$ cat src/rtl/seg_scan_pkg.sv
// Shared constants for the 7-segment scan controller: state encoding and symbol code width.
package seg_scan_pkg;

    localparam int CODE_W = 4;
    localparam logic [CODE_W-1:0] CODE_BLANK = 4'd0;

    typedef enum logic [1:0] {
        IDLE  = 2'd0,
        BLANK = 2'd1,
        DRIVE = 2'd2
    } scan_state_t;

endpackage

$ cat src/rtl/seg_scan_timer.sv
// Loadable down-counter that saturates at zero; o_tc is high while the count sits at zero.
module seg_scan_timer #(
    parameter int W = 8
) (
    input  logic         i_clk,
    input  logic         i_rst_n,
    input  logic         i_load,
    input  logic [W-1:0] i_load_val,
    input  logic         i_dec,
    output logic         o_tc
);

    logic [W-1:0] r_count;

    always_ff @(posedge i_clk) begin
        if (!i_rst_n) begin
            r_count <= '0;
        end else if (i_load) begin
            r_count <= i_load_val;
        end else if (i_dec && (r_count != '0)) begin
            r_count <= r_count - 1'b1;
        end
    end

    assign o_tc = (r_count == '0);

endmodule

$ cat src/rtl/seg_scan_ctrl.sv
// Time-multiplexed digit scanner feeding one shared 7-segment decoder, with a double-buffered frame.
// Optional per-digit blinking is compiled in when SEG_SCAN_BLINK_EN is defined.
module seg_scan_ctrl
    import seg_scan_pkg::*;
#(
    parameter int NUM_DIGITS    = 4,
    parameter int SCAN_DIV      = 50000,
    parameter int BLANK_CYCLES  = 500,
    parameter int EN_ACTIVE_LOW = 1
`ifdef SEG_SCAN_BLINK_EN
    ,
    parameter int BLINK_FRAMES  = 64
`endif
) (
    input  logic                         i_clk,
    input  logic                         i_rst_n,
    input  logic                         i_enable,
    input  logic                         i_load,
    input  logic [CODE_W*NUM_DIGITS-1:0] i_codes,
`ifdef SEG_SCAN_BLINK_EN
    input  logic [NUM_DIGITS-1:0]        i_blink_mask,
`endif
    output logic [CODE_W-1:0]            o_code,
    output logic [NUM_DIGITS-1:0]        o_digit_en,
    output logic                         o_frame_done,
    output logic                         o_pending
);

    localparam int CNT_MAX = (SCAN_DIV > BLANK_CYCLES) ? SCAN_DIV : BLANK_CYCLES;
    localparam int CNT_W   = $clog2(CNT_MAX + 1);
    localparam int IDX_W   = (NUM_DIGITS > 2) ? $clog2(NUM_DIGITS) : 1;
    localparam logic [NUM_DIGITS-1:0] EN_OFF = {NUM_DIGITS{EN_ACTIVE_LOW != 0}};

    scan_state_t                  r_state;
    logic [IDX_W-1:0]             r_idx;
    logic [CODE_W*NUM_DIGITS-1:0] r_active;
    logic [CODE_W*NUM_DIGITS-1:0] r_pendFrame;
    logic                         r_pending;
    logic [CODE_W-1:0]            r_code;
    logic [NUM_DIGITS-1:0]        r_digitEn;
    logic                         r_frameDone;

    logic                         w_slotTc;
    logic                         w_slotLoad;
    logic [CNT_W-1:0]             w_slotLoadVal;
    logic                         w_lastDigit;
    logic                         w_boundary;
    logic                         w_commit;
    logic [IDX_W-1:0]             w_nextIdx;
    logic [CODE_W*NUM_DIGITS-1:0] w_nextActive;
    logic [NUM_DIGITS-1:0]        w_oneHot;
    logic                         w_blankDigit;

    assign w_lastDigit = (r_idx == IDX_W'(NUM_DIGITS - 1));
    assign w_boundary  = i_enable && (r_state == DRIVE) && w_slotTc && w_lastDigit;
    // Any point where no frame is on display is a safe moment to swap frames.
    assign w_commit    = !i_enable || (r_state == IDLE) || w_boundary;
    assign w_nextIdx   = w_lastDigit ? '0 : r_idx + 1'b1;
    assign w_oneHot    = NUM_DIGITS'(1) << r_idx;

    always_comb begin
        w_nextActive = r_active;
        if (w_commit) begin
            if (i_load) begin
                w_nextActive = i_codes;
            end else if (r_pending) begin
                w_nextActive = r_pendFrame;
            end
        end
    end

    always_comb begin
        w_slotLoad    = 1'b0;
        w_slotLoadVal = '0;
        if (!i_enable) begin
            w_slotLoad = 1'b1;
        end else begin
            case (r_state)
                IDLE: begin
                    w_slotLoad    = 1'b1;
                    w_slotLoadVal = CNT_W'(BLANK_CYCLES - 1);
                end
                BLANK: begin
                    w_slotLoad    = w_slotTc;
                    w_slotLoadVal = CNT_W'(SCAN_DIV - 1);
                end
                DRIVE: begin
                    w_slotLoad    = w_slotTc;
                    w_slotLoadVal = CNT_W'(BLANK_CYCLES - 1);
                end
                default: begin
                    w_slotLoad = 1'b1;
                end
            endcase
        end
    end

    seg_scan_timer #(.W(CNT_W)) u_slotTimer (
        .i_clk      (i_clk),
        .i_rst_n    (i_rst_n),
        .i_load     (w_slotLoad),
        .i_load_val (w_slotLoadVal),
        .i_dec      (1'b1),
        .o_tc       (w_slotTc)
    );

`ifdef SEG_SCAN_BLINK_EN
    localparam int BLINK_W = $clog2(BLINK_FRAMES + 1);

    logic r_blinkPhase;
    logic w_blinkTc;
    logic w_blinkLoad;

    // The frame counter is parked at its reload value whenever the scanner is idle.
    assign w_blinkLoad  = !i_enable || (r_state == IDLE) || (w_boundary && w_blinkTc);
    assign w_blankDigit = r_blinkPhase && i_blink_mask[r_idx];

    seg_scan_timer #(.W(BLINK_W)) u_blinkTimer (
        .i_clk      (i_clk),
        .i_rst_n    (i_rst_n),
        .i_load     (w_blinkLoad),
        .i_load_val (BLINK_W'(BLINK_FRAMES - 1)),
        .i_dec      (w_boundary),
        .o_tc       (w_blinkTc)
    );

    always_ff @(posedge i_clk) begin
        if (!i_rst_n) begin
            r_blinkPhase <= 1'b0;
        end else if (!i_enable || (r_state == IDLE)) begin
            r_blinkPhase <= 1'b0;
        end else if (w_boundary && w_blinkTc) begin
            r_blinkPhase <= ~r_blinkPhase;
        end
    end
`else
    assign w_blankDigit = 1'b0;
`endif

    always_ff @(posedge i_clk) begin
        if (!i_rst_n) begin
            r_state     <= IDLE;
            r_idx       <= '0;
            r_active    <= '0;
            r_pendFrame <= '0;
            r_pending   <= 1'b0;
            r_code      <= CODE_BLANK;
            r_digitEn   <= EN_OFF;
            r_frameDone <= 1'b0;
        end else begin
            r_active    <= w_nextActive;
            r_pending   <= !w_commit && (i_load || r_pending);
            r_frameDone <= 1'b0;
            if (i_load && !w_commit) begin
                r_pendFrame <= i_codes;
            end
            if (!i_enable) begin
                r_state   <= IDLE;
                r_idx     <= '0;
                r_code    <= CODE_BLANK;
                r_digitEn <= EN_OFF;
            end else begin
                case (r_state)
                    IDLE: begin
                        r_state   <= BLANK;
                        r_idx     <= '0;
                        r_code    <= w_nextActive[0 +: CODE_W];
                        r_digitEn <= EN_OFF;
                    end
                    BLANK: begin
                        if (w_slotTc) begin
                            r_state   <= DRIVE;
                            r_digitEn <= w_oneHot ^ EN_OFF;
                            if (w_blankDigit) begin
                                r_code <= CODE_BLANK;
                            end
                        end
                    end
                    DRIVE: begin
                        if (w_slotTc) begin
                            r_state     <= BLANK;
                            r_idx       <= w_nextIdx;
                            r_digitEn   <= EN_OFF;
                            r_code      <= w_nextActive[w_nextIdx*CODE_W +: CODE_W];
                            r_frameDone <= w_lastDigit;
                        end
                    end
                    default: begin
                        r_state <= IDLE;
                    end
                endcase
            end
        end
    end

    assign o_code       = r_code;
    assign o_digit_en   = r_digitEn;
    assign o_frame_done = r_frameDone;
    assign o_pending    = r_pending;

endmodule
$ cat config.mk
export PLATFORM = sky130hd
export DESIGN_NAME = seg_scan_ctrl
export DESIGN_NICKNAME = d
export VERILOG_FILES = /design/src/rtl/seg_scan_pkg.sv /design/src/rtl/seg_scan_timer.sv /design/src/rtl/seg_scan_ctrl.sv
export SDC_FILE = /design/constraint.sdc
export NUM_CORES = 1
export LEC_CHECK = 0
export ABC_AREA = 1
export BUFFER_PORTS_ARGS = -buffer_cell sky130_fd_sc_hd__buf_2
export CORE_MARGIN = 1.5
export CORE_UTILIZATION = 30
export CTS_BUF_LIST = sky130_fd_sc_hd__clkbuf_8
export DETAILED_ROUTE_END_ITERATION = 7
export GPL_TIMING_DRIVEN = 0
export SETUP_SLACK_MARGIN = 0.4
export SLEW_MARGIN = 20
export SYNTH_ARGS = -nofsm -noshare
export SYNTH_HDL_FRONTEND = slang
export SYNTH_SLANG_ARGS = --single-unit
$ cat constraint.sdc
create_clock -name i_clk -period 1.95 [get_ports i_clk]
set_input_delay 0.0975 -clock i_clk [delete_from_list [all_inputs] [get_ports i_clk]]
set_output_delay 0.0975 -clock i_clk [all_outputs]
set_load 0.005 [all_outputs]
==> metrics.md <==
| Metric | Value |
|---|---|
| Syn Inst Count | 445 |
| Detail Route met3 WL | 318 um |
| Final Cycle Share | 0.954 |
| Pre-antenna DRT Iters | 4 |
| Final hold violation count | 0 |
| Die X | 106 um |
| Hold Crit Class | in -> reg |
| RSZ-0062 raised after global routing | yes |
| Chip Height | 106 um |
| # rows | 37 |
| Fraction of layout cells with a size suffix above 1 | 0.334 |
| Num CTS Buffers | 9 |
| Iteration-0 DRC Markers | roughly 150 |
| Warnings, synthesis | 0 |
| ANT cells | 0 |
| Worst flop-to-flop path endpoint | o_code[0] |
| Min Clock Period, post-route | about 1.9 ns |
| Number of synthesized register bits | a little over 60 |
| Setup CP Type | reg -> reg |
| Hold path startpoint | i_codes[4] |
| Pin count of the biggest net entering global routing | 11 |
| Clock latency on the worst-skew pair | 0.35 ns |
| Reg2reg path depth | 13 |
| Worst hold path stage count | 3 |
| Finished Layout Cells | 657 |
| Final Max Slew Viols | 0 |
| Routed length on met1 | 4190 um |
| Gr ovfl total | 0 |
| Final Skew | 0.0131 ns |
| Nets | between 500 and 600 |
| First-pass GRT wire length | 13800 um |
| I/O pins | 30 |
| Critical Path Source Type | flip-flop |
| Pwr Density | 864 nW/um^2 |
| Setup slack after layout | between 0.08 and 0.09 ns |
| Most frequent cells in the layout | nand2_1, dfxtp_1, inv_1 |
| # hold bufs at CTS | 0 |
| Most common cell after layout, fill and taps aside | nand2_1 |
| DP Wirelength | just under 6000 um |
| CTS tree | done |
| Final WL | 8880 um |
| Met2 Wirelength | 4190 um |
| Vias in the first global route | 2986 |
| Sw Share | 0.328 |
| Clock group share of total power | 0.311 |
| Drt drc | 0 |
| Crit path DAT | between 2 and 2.5 ns |
| Global-route usage over all layers | 0.155 |
| P&R area growth vs syn | 36.5% |
| Power, Total | 3.74 mW |
| R2R Path Start | u_slotTimer.r_count[6] |
| Core Region | 10300 sq um |
| WHS | roughly 0.040 ns |
| Status | finished, final reports clean |
| CP max FO | 5 |
| Max IR drop VDD | 0.000335 V |
| Critical Path Sink Type | flip-flop |
| Netlist cell types | 32 |
| Dpl cells | 608 |
| Remaining antenna violation count | 0 |
| Fmax | about 540 MHz |
| Routed wire per std cell | 13.5 um |
| Gpl congestion | approximately 0.8 |
| DR top layer | met4 |
| Setup Viol. Count Final | 0 |
| Seq/Total Area, Yosys | 0.392 |
| Worst Tran Pin Value | 0.583 ns |
| Reg2Reg Setup Slack | 0.09 ns |
| FILL cells | between 1000 and 1500 |
| # port buffers | 27 |
| Vias | 3207 |
| Slew headroom | 0.611 |
| Int Pwr | 2.51 mW |
| Initial antenna violation count | 0 |
| Starting Density | 0.308 |
| # H-tree levels | 3 |
| Die Area | 11200 sq um |
| Worst EP required | 2.16 ns |
| Net Count, Synth | 475 |
| Post-synthesis area per instance | 7.12 sq um |
| Syn Std Cell Area | 3170 sq um |
| Logic pwr share | 0.302 |
| Vias per inst | 4.88 |
| Dpl ws | -0.0270 ns |
| NetSw | 1.22 mW |
| Clock Path Buffers | 2 |
| Leakage | 1.79 nW |
| Sink Count | 62 |
| Clk root buf | clkbuf_8 |
| Max-cap violations | 0 |
| Flop pwr share | 0.387 |
| Clock slew at reported path FFs | 0.08 ns |
| Worst Hold End | r_pendFrame[4] |
critical path: stages (launching register included):
cell and delay, ns:
dfxtp_1 0.37, nor2_4 0.15, nand2_4 0.08, nor2_4 0.14
nand4_4 0.17, nand2_4 0.14, buf_6 0.15, nand2_2 0.07
nand3_2 0.08, nand3_1 0.08, nand2_1 0.08, nand2_1 0.07
nand2_2 0.09, a21oi_2 0.05
worst max-delay path by stage:
stage	from	endpoint	slack, ns	depth (start not counted)
2_1_floorplan	u_slotTimer.r_count[0]	o_code[1]	0.36	14
3_3_place_gp	r_idx[0]	o_code[0]	-0.01	9
3_5_place_dp	r_idx[0]	o_code[0]	-0.03	9
4_1_cts	u_slotTimer.r_count[0]	o_code[1]	0.14	14
5_1_grt	u_slotTimer.r_count[6]	o_code[0]	-0.007	13
6_report	u_slotTimer.r_count[6]	o_code[0]	0.09	13
power groups by stage:
stage               combinational [mW]  clock, mW  sequential, mW
global placement                 0.741          0            1.46
global route                      1.24       1.25            1.46
CTS                              0.891       1.19            1.44
floorplan                        0.581          0            1.45
detailed placement               0.754          0            1.46
finish                            1.13       1.16            1.45
synth_stat cells (all sizes together):
master,count,area share
a211oi,1,0.0024
ha,10,0.039
xnor2,4,0.011
o21a,1,0.0024
nor3,6,0.0095
a211o,4,0.011
o21ai,50,0.081
dfxtp,62,0.39
xor2,6,0.017
nor2,46,0.062
nand3,36,0.057
inv,49,0.058
nand2,94,0.12
buf,8,0.017
a21oi,40,0.067
nor4,1,0.0020
a31oi,6,0.012
clkbuf,12,0.014
mux2i,4,0.013
nand4,5,0.015
state kept, by name, indices dropped and copies added, names as in the netlist:
register	count
u_slotTimer.r_count	16
o_frame_done	1
o_pending	1
o_code	4
r_pendFrame	16
o_digit_en	4
r_state	2
r_active	16
r_idx	2
kinds of logic after synthesis:
logic type	synth area share
muxes	0.0126
buffers and inverters	0.0892
adders and majority gates	0.0395
DFF	0.392
AOI/OAI and AO/OA	0.176
xor gates and xnor gates	0.0276
and+or+nand+nor	0.264
area by class of cell:
cell class              instances  area, sq um  area share
plain buffers                  20          140      0.0324
clock buffers                  11          151      0.0350
clock inverters                 5         50.0      0.0116
inverters                      49          190      0.0440
multi-input cells             314         1950       0.450
flip-flops and latches         62         1250       0.290
well taps                     136          170      0.0393
repair buffers                 60          425      0.0983
per-layer routing:
| metal | global-route usage | vias to the layer above |
|---|---|---|
| li1 | - | 1603 |
| met1 | 0.201 | 1521 |
| met2 | 0.248 | 65 |
| met3 | 0.0396 | 18 |
| met4 | 0.0598 | 0 |
| met5 | 0 | - |
through the flow:
stage | utilization | instance area (sq um) | setup TNS [ns]
after floorplan | - | 3220 | 0
after global placement | 0.343 | 3530 | -0.0156
after detailed placement | 0.343 | 3530 | -0.0421
after CTS | 0.386 | 3960 | 0
after global routing | 0.421 | 4330 | -0.00711
final | 0.421 | 4330 | 0
repair_timing:
action                                  CTS  global route
endpoints found under the setup margin   46            57
gates resized for setup                  30            80
buffers inserted                         16            15
pin swaps                                11            26
cloned                                    1             1
hold endpoints to repair                  0             0
Note: power is estimated with default switching activity, not from simulation.
